--- config.mk ---
export PLATFORM = sky130hd
export DESIGN_NAME = bcd_updown_counter
export DESIGN_NICKNAME = d
export VERILOG_FILES = /design/src/rtl/bcd_pkg.sv /design/src/rtl/bcd_digit.sv /design/src/rtl/bcd_updown_counter.sv
export SDC_FILE = /design/constraint.sdc
export NUM_CORES = 1
export LEC_CHECK = 0
export CORE_MARGIN = 2
export CORE_UTILIZATION = 55
export DETAILED_ROUTE_END_ITERATION = 8
export PLACE_DENSITY = 0.79
export SLEW_MARGIN = 20
export SYNTH_ARGS = -nofsm -noshare
export SYNTH_HDL_FRONTEND = slang
export SYNTH_HIERARCHICAL = 1
export SYNTH_SLANG_ARGS = --single-unit
--- constraint.sdc ---
create_clock -name clk -period 4.38 [get_ports clk]
set_input_delay 0.876 -clock clk [delete_from_list [all_inputs] [get_ports clk]]
set_output_delay 0.876 -clock clk [all_outputs]
set_load 0.02 [all_outputs]
--- src/rtl/bcd_pkg.sv ---
// Shared BCD constants and helpers for the seven-segment display path.
// Imported by the counter, its digit slices and other display blocks.
package bcd_pkg;

    localparam int BCD_W = 4;
    localparam logic [BCD_W-1:0] BCD_MAX = 4'd9;
    localparam logic [BCD_W-1:0] BCD_MIN = 4'd0;

    // Force any nibble into the legal BCD range 0..9.
    function automatic logic [BCD_W-1:0] bcd_clamp(
        input logic [BCD_W-1:0] nibble
    );
        return (nibble > BCD_MAX) ? BCD_MAX : nibble;
    endfunction

endpackage

--- src/rtl/bcd_digit.sv ---
// One BCD digit slice: clear > load > step, counting up or down.
// Carry/borrow outputs feed the step input of the next digit.
module bcd_digit
    import bcd_pkg::*;
(
    input  logic             clk,
    input  logic             rst_n,
    input  logic             clear,
    input  logic             load,
    input  logic [BCD_W-1:0] load_nib,
    input  logic             step,
    input  logic             up,
    output logic [BCD_W-1:0] q,
    output logic             carry_out,
    output logic             borrow_out
);

    assign carry_out  = (q == BCD_MAX) & step & up;
    assign borrow_out = (q == BCD_MIN) & step & ~up;

    // Digit register with clear/load priority over stepping.
    always_ff @(posedge clk or negedge rst_n) begin
        if (!rst_n) begin
            q <= BCD_MIN;
        end else if (clear) begin
            q <= BCD_MIN;
        end else if (load) begin
            q <= load_nib;
        end else if (step) begin
            if (up) begin
                q <= (q == BCD_MAX) ? BCD_MIN : q + 4'd1;
            end else begin
                q <= (q == BCD_MIN) ? BCD_MAX : q - 4'd1;
            end
        end
    end

endmodule

--- src/rtl/bcd_updown_counter.sv ---
// Multi-digit BCD up/down counter with tick prescaler.
// Every output nibble is guaranteed to stay within 0..9.
module bcd_updown_counter
    import bcd_pkg::*;
#(
    parameter int N_DIGITS = 4,
    parameter int TICK_DIV = 50_000_000
) (
    input  logic                      clk,
    input  logic                      rst_n,
    input  logic                      en,
    input  logic                      up,
    input  logic                      clear,
    input  logic                      load,
    input  logic [BCD_W*N_DIGITS-1:0] load_val,
    output logic [BCD_W*N_DIGITS-1:0] digits_out,
    output logic                      tick,
    output logic                      wrap
);

    // A divider of 1 still needs a one-bit register that simply stays 0.
    localparam int PW = (TICK_DIV > 1) ? $clog2(TICK_DIV) : 1;
    localparam logic [PW-1:0] PRE_LAST = PW'(TICK_DIV - 1);

    logic [PW-1:0]     pres;
    logic              tick_int;
    logic              advance;
    logic [N_DIGITS:0] step;

    assign tick_int = en & (pres == PRE_LAST);
    assign advance  = tick_int & ~clear & ~load;
    assign step[0]  = tick_int;

    // Prescaler: free-runs while enabled, restarts on clear, load or tick.
    always_ff @(posedge clk or negedge rst_n) begin
        if (!rst_n) begin
            pres <= '0;
        end else if (clear || load) begin
            pres <= '0;
        end else if (en) begin
            pres <= tick_int ? '0 : pres + PW'(1);
        end
    end

    // Tick and wrap pulses, aligned with the updated digit value.
    always_ff @(posedge clk or negedge rst_n) begin
        if (!rst_n) begin
            tick <= 1'b0;
            wrap <= 1'b0;
        end else begin
            tick <= advance;
            wrap <= advance & step[N_DIGITS];
        end
    end

    for (genvar i = 0; i < N_DIGITS; i++) begin : g_digit
        logic [BCD_W-1:0] nib;
        logic             cy;
        logic             bw;

        assign nib = bcd_clamp(load_val[i*BCD_W +: BCD_W]);
        assign step[i+1] = cy | bw;

        bcd_digit u_digit (
            .clk        (clk),
            .rst_n      (rst_n),
            .clear      (clear),
            .load       (load),
            .load_nib   (nib),
            .step       (step[i]),
            .up         (up),
            .q          (digits_out[i*BCD_W +: BCD_W]),
            .carry_out  (cy),
            .borrow_out (bw)
        );
    end

endmodule

# After elaboration in Yosys (flattened, before gate mapping)
# Index checks and enable logic that the tools add are counted.
# op_classes
add_sub_neg	9
n_lt_le_gt_ge	4
n_eq_ne	5
muxes	31
bitwise_logic	27
reduce_logical	10
# ops
op	count
$mux 4	28
$mux 26	3
$add 26x1->26 const B	1
$eq 26x26->1 const B	1
$and 1x1->1	20
$add 4x1->4 const B	4
$eq 4x4->1 const B	4
$gt 4x4->1 const B	4
$logic_not 4->1	4
$sub 4x1->4 const B	4
$reduce_bool 3->1	4
$or 1x1->1	4
$not 1->1	3
$reduce_bool 2->1	1
$logic_or 1x1->1	1
# totals
regBits	44
inputBits	22
out_inout_bits	18
elab_cells	93

# Depth between registers and ports, before layout
# logic_depth
depth_word	15
ltp_mapped	18
mapped_depth_nobuf	18

# By module
# Netlist, hierarchy kept.
# modules_own_cells
mod	n_inst	cells_per_inst	area_each_um2	seq_area_each_um2
bcd_digit	4	57	447.9	100.1
bcd_updown_counter	1	189	1655.3	700.7

# Worst setup path after synthesis
# OpenSTA, ideal clock, no wires.
# synth_timing
path_type	input -> register
startpoint	input en
endpoint	register g_digit[3].u_digit.q[2]
setup_time_ns	0.121
t_arrival_ns	3.145
setup_slack_ns	1.114
cell_stages	17
n_path_buf	0
path_cell_list	nand2_1 nor2_1 nand3_2 inv_2 inv_1 nor4_1 or2_2 inv_1 nor4_1 or2_2 inv_1 nor4_1 or2_2 nand2b_1 a21oi_1 a21o_1 a22o_1
# synth_between
elab_chain_cells	11
# synth_rtl
element	line	source
start, declared	bcd_updown_counter.sv:11	input logic en,
$and 1x1->1	bcd_updown_counter.sv:30	assign tick_int = en & (pres == PRE_LAST);
named net step[0]	bcd_updown_counter.sv:28	logic [N_DIGITS:0] step;
$and 1x1->1 (2 in a row)	bcd_digit.sv:19	assign borrow_out = (q == BCD_MIN) & step & ~up;
named net g_digit[0].bw	bcd_updown_counter.sv:59	logic bw;
$or 1x1->1	bcd_updown_counter.sv:62	assign step[i+1] = cy | bw;
named net step[1]	bcd_updown_counter.sv:28	
$and 1x1->1 (2 in a row)	bcd_digit.sv:19	
named net g_digit[1].bw	bcd_updown_counter.sv:59	
$or 1x1->1	bcd_updown_counter.sv:62	
named net step[2]	bcd_updown_counter.sv:28	
$and 1x1->1 (2 in a row)	bcd_digit.sv:19	
named net g_digit[2].bw	bcd_updown_counter.sv:59	
$or 1x1->1	bcd_updown_counter.sv:62	
named net step[3]	bcd_updown_counter.sv:28	
$reduce_bool 3->1 (no line)	-	
end signal, assigned	bcd_digit.sv:28	q <= load_nib;
end signal, assigned	bcd_digit.sv:31	q <= (q == BCD_MAX) ? BCD_MIN : q + 4'd1;
end signal, assigned	bcd_digit.sv:33	q <= (q == BCD_MIN) ? BCD_MAX : q - 4'd1;
end, declared	bcd_digit.sv:13	output logic [BCD_W-1:0] q,
# The timed path passes the listed nets, and every way through them passes these cells.
# A chain may end at the register's enable or synchronous reset.

# Worst setup path in the final report
# Ends and elaborated chain as after synthesis.

==> impl_table.tex <==
\begin{tabular}{lr}
\hline
Metric & Value \\
\hline
\multicolumn{2}{l}{\textbf{Synth}} \\
\quad Number of unique standard cell types used by synthesis & 48 \\
\quad Number of synthesized register bits & between 40 and 50 \\
\quad Most common cell in the synthesized netlist & sky130\_fd\_sc\_hd\_\_nor2\_1 \\
\quad Proportion of netlist area held by the largest area contributor & between 30\% and 40\% \\
\quad Number of synthesized flops with an enable pin & 0 \\
\quad Top cells by area, synth & sky130\_fd\_sc\_hd\_\_dfrtp\_1, sky130\_fd\_sc\_hd\_\_ha\_1, sky130\_fd\_sc\_hd\_\_nor2\_1, sky130\_fd\_sc\_hd\_\_nand2\_1, sky130\_fd\_sc\_hd\_\_xor2\_1 \\
\quad Warnings from Yosys & 6 \\
\quad Synth Net Count & 456 \\
\quad Synth cell count leaders & sky130\_fd\_sc\_hd\_\_nor2\_1, sky130\_fd\_sc\_hd\_\_dfrtp\_1, sky130\_fd\_sc\_hd\_\_nand2\_1 \\
\quad Cell accounting for the most synthesized area & sky130\_fd\_sc\_hd\_\_dfrtp\_1 \\
\quad Prevailing post-synth register cell & sky130\_fd\_sc\_hd\_\_dfrtp\_1 \\
\quad Share of synthesized area occupied by flip-flops and latches & 31.94\% \\
\quad Async set or reset register ratio after synthesis & 100.0\% \\
\quad Synthesized netlist cell count & 417 \\
\quad Avg Cell Area, Syn & 8.266 µm² \\
\quad Cell area after synthesis & 3447 µm² \\
\multicolumn{2}{l}{\textbf{Power}} \\
\quad VDD IR-drop max & 0.0001890 V \\
\quad Internal Pwr Total & 710.2 µW \\
\quad Clock power frac & $\sim$38\% \\
\quad Power share of the combinational group & 17.0\% \\
\quad Power share of the sequential group & 45.0\% \\
\quad Switching power & 244.2 µW \\
\quad Static leakage & between 1.5 and 2 nW \\
\quad Sw frac & $\sim$26\% \\
\quad Areal power density over the cells & roughly 240 nW/µm² \\
\multicolumn{2}{l}{\textbf{Drt}} \\
\quad First DRT Iteration DRCs & roughly 200 \\
\quad Number of iterations in the first detailed-routing pass & 5 \\
\quad Post-route antenna net violation count & 0 \\
\quad Remaining DRCs & 0 \\
\quad Total via count in the routed design & 3164 \\
\quad Wire per inst & 15.33 µm \\
\quad Wire length after detailed routing & 7.955 mm \\
\quad Via-per-instance ratio & between 6 and 7 \\
\multicolumn{2}{l}{\textbf{Clock network}} \\
\quad TritonCTS clock tree & yes \\
\quad Root cell of the clock tree & sky130\_fd\_sc\_hd\_\_clkbuf\_8 \\
\quad Clock latency reported for the late side of the worst-skew pair & 0.29 ns \\
\quad Maximum clock insertion buffer count & 2 \\
\quad Clock sink count & 44 \\
\quad Number of gates given a new drive strength after cts & 0 \\
\quad CTS Buf Count & 5 \\
\quad Number of buffers inserted to repair setup after CTS & 0 \\
\quad H-Tree Depth & 2 \\
\quad Number of hold buffers added after CTS & 0 \\
\quad Reg clk slew, reported paths & about 0.080 ns \\
\multicolumn{2}{l}{\textbf{Floorplanning}} \\
\quad Area enclosed by the die boundary & 6916 µm² \\
\quad Std-Cell Core Area & 5991 µm² \\
\quad Initial Util & 57.54\% \\
\quad Rows & 28 \\
\quad Height of the chip & 83.17 µm \\
\quad Horiz. Die Dim & 83.17 µm \\
\quad I/O Pins & 40 \\
\multicolumn{2}{l}{\textbf{GRT}} \\
\quad Wire length of the first global-routing pass & 13.59 mm \\
\quad Total congestion overflow after global routing & 0 \\
\quad Global routing met3 resource utilization & 3.777\% \\
\quad Met2 layer usage reported by global route & 40.03\% \\
\quad GRT met1 Usage & between 30\% and 40\% \\
\quad Maximum number of pins on one net before global-route repair & 52 \\
\quad Highest-utilization routing layer at the global route stage & met2 \\
\quad Antenna violations before repair & 0 \\
\quad Total track usage & roughly a quarter \\
\quad Via count of the first global-routing pass & around 3100 \\
\multicolumn{2}{l}{\textbf{Critical path}} \\
\quad Worst setup slack for register-to-register paths & 0.67 ns \\
\quad Critical path start-end classification & in -> reg \\
\quad Reg-to-reg endpoint & g\_digit[3].u\_digit/q[2]\$\_DFFE\_PN0P\_ \\
\quad Worst R2R Start & pres[0]\$\_DFFE\_PN0P\_ \\
\quad Critical path required time & 4.62 ns \\
\quad Crit start category & input pin \\
\quad Kind of capture point of the worst setup path & flop \\
\quad Data arrival time at the worst-slack endpoint & 4.05 ns \\
\quad Maximum fanout encountered on the critical timing path & 9 \\
\quad Worst R2R Path Depth & 18 \\
\multicolumn{2}{l}{\textbf{Cells and area}} \\
\quad Area growth from synthesis to final layout & 14.45\% \\
\quad Number of fill cells in the layout & 523 \\
\quad Layout net count & 483 \\
\quad N\_diodes & 0 \\
\quad Post-layout instance count excluding filler cells & 519 \\
\quad Fraction of layout instances using a drive strength above 1 & 8.108\% \\
\multicolumn{2}{l}{\textbf{Min path}} \\
\quad Cell depth of the worst min-delay path & 2 \\
\quad Worst hold path class & reg -> reg \\
\quad Worst hold path startpoint & pres[15]\$\_DFFE\_PN0P\_ \\
\quad End point of the most critical hold path & pres[15]\$\_DFFE\_PN0P\_ \\
\multicolumn{2}{l}{\textbf{Timing}} \\
\quad Layout Skew & 0.009499 ns \\
\quad Max-slew headroom at the worst pin & 62.50\% \\
\quad Slew @ Worst Pin & 0.5624 ns \\
\quad Minimum clock period after layout & between 3 and 4 ns \\
\quad Sum of negative setup slack & 0 ns \\
\quad RSZ-0062 raised after global routing & no \\
\quad Final max-slew violation count & 0 \\
\quad Number of hold violations in the final report & 0 \\
\quad Fmax achieved & 262.5 MHz \\
\quad Final period util & 86.97\% \\
\quad Total setup violations reported at the end of the flow & 0 \\
\multicolumn{2}{l}{\textbf{Place}} \\
\quad HPWL after detailed placement & 5.538 mm \\
\quad Routability Congestion & just over 0.9 \\
\quad IO buf count & 39 \\
\quad Total placed cells including tap cells & 512 \\
\multicolumn{2}{l}{\textbf{Run}} \\
\quad Maximum capacitance violations & 0 \\
\multicolumn{2}{l}{\textbf{Outcome}} \\
\quad Run status & completed \\
\hline
\end{tabular}
worst max-delay path, stage by stage:
cell and delay [ns]:
sky130_fd_sc_hd__clkdlybuf4s50_1 0.47, sky130_fd_sc_hd__nand2_1 0.08, sky130_fd_sc_hd__nor2_1 0.18, sky130_fd_sc_hd__nand3_2 0.24
sky130_fd_sc_hd__inv_2 0.19, sky130_fd_sc_hd__inv_1 0.09, sky130_fd_sc_hd__nor4_1 0.20, sky130_fd_sc_hd__or2_2 0.20
sky130_fd_sc_hd__inv_1 0.07, sky130_fd_sc_hd__nor4_1 0.21, sky130_fd_sc_hd__or2_2 0.20, sky130_fd_sc_hd__inv_1 0.08
sky130_fd_sc_hd__nor4_1 0.19, sky130_fd_sc_hd__or2_2 0.21, sky130_fd_sc_hd__nand2b_1 0.10, sky130_fd_sc_hd__a21oi_1 0.20
sky130_fd_sc_hd__a21o_1 0.14, sky130_fd_sc_hd__a22o_1 0.13
logic make-up after synthesis:
kind of cell,Yosys count,share of synthesized area [%]
AO/OA/AOI/OAI,87,17.97
buffers and inverters,42,6.207
adder cells (fa/ha/maj),17,6.170
AND/OR/NAND/NOR,204,31.87
XOR/XNOR,23,5.844
flip-flops,44,31.94
state kept, by name, indices dropped and copies added, names as in the netlist:
signal and flops:
tick 1, pres 26, wrap 1, g_digit.u_digit/q 16
layer usage:
layer	vias up	wire (µm)
met5	-	0
met4	0	76
met3	10	343
met2	99	3876
met1	1517	3659
li1	1538	-
power by group through the flow:
stage / Clock [mW] / Sequential [mW] / Combinational, mW
global route: 0.390 / 0.432 / 0.179
global placement: 0 / 0.437 / 0.158
CTS: 0.373 / 0.429 / 0.162
finish: 0.363 / 0.430 / 0.162
detailed placement: 0 / 0.437 / 0.161
floorplan: 0 / 0.438 / 0.0990
worst max-delay path by stage:
stage	from	end	slack [ns]	cells after the start
6_report	en	g_digit[3].u_digit/q[2]$_DFFE_PN0P_	0.57	18
5_1_grt	en	g_digit[3].u_digit/q[2]$_DFFE_PN0P_	0.17	18
4_1_cts	en	g_digit[3].u_digit/q[2]$_DFFE_PN0P_	0.62	18
3_5_place_dp	en	g_digit[3].u_digit/q[2]$_DFFE_PN0P_	0.31	18
3_3_place_gp	en	g_digit[3].u_digit/q[3]$_DFFE_PN0P_	0.46	18
2_1_floorplan	en	g_digit[3].u_digit/q[2]$_DFFE_PN0P_	1.11	17
final cells by class:
type / instances / area, µm² / share of cell area, %
Clock buffer: 5 / 68.82 / 1.744
Sequential cell: 44 / 1101 / 27.91
Inverter: 19 / 71.32 / 1.808
Tap cell: 75 / 93.84 / 2.379
Multi-Input combinational cell: 331 / 2132 / 54.04
Timing Repair Buffer: 43 / 417.9 / 10.59
Clock inverter: 2 / 60.06 / 1.522
through the flow:
stage          worst slack (ns)  total power, mW  utilization, %  hold WS [ns]  cell area, µm²
2_1_floorplan             1.114           0.5370               -        0.5047            3447
3_3_place_gp             0.4561           0.5945           63.66        0.5368            3814
3_5_place_dp             0.3129           0.5982           63.66        0.5388            3814
4_1_cts                  0.6181           0.9644           65.81        0.5628            3943
5_1_grt                  0.1703            1.001           65.85        0.6046            3945
6_report                 0.5708           0.9544           65.85        0.5612            3945
cell usage in the layout (no fill, tap or decap), types with 5 or more instances in the layout:
cell type,count
sky130_fd_sc_hd__dfrtp_1,44
sky130_fd_sc_hd__clkbuf_8,5
sky130_fd_sc_hd__nor4_1,5
sky130_fd_sc_hd__inv_1,14
sky130_fd_sc_hd__or3_1,6
sky130_fd_sc_hd__nor2b_1,9
sky130_fd_sc_hd__inv_2,5
sky130_fd_sc_hd__nand2b_1,12
sky130_fd_sc_hd__o21ai_0,10
sky130_fd_sc_hd__and3_1,8
sky130_fd_sc_hd__nor2_1,50
sky130_fd_sc_hd__buf_4,5
sky130_fd_sc_hd__clkdlybuf4s50_1,38
sky130_fd_sc_hd__nand3_1,14
sky130_fd_sc_hd__nand4_1,14
sky130_fd_sc_hd__a21oi_1,24
sky130_fd_sc_hd__xor2_1,14
sky130_fd_sc_hd__ha_1,17
sky130_fd_sc_hd__nor3_1,21
sky130_fd_sc_hd__xnor2_1,9
sky130_fd_sc_hd__nand2_1,33
sky130_fd_sc_hd__a21o_1,8
sky130_fd_sc_hd__nor3b_1,5
(Power assumes the default switching activity.)
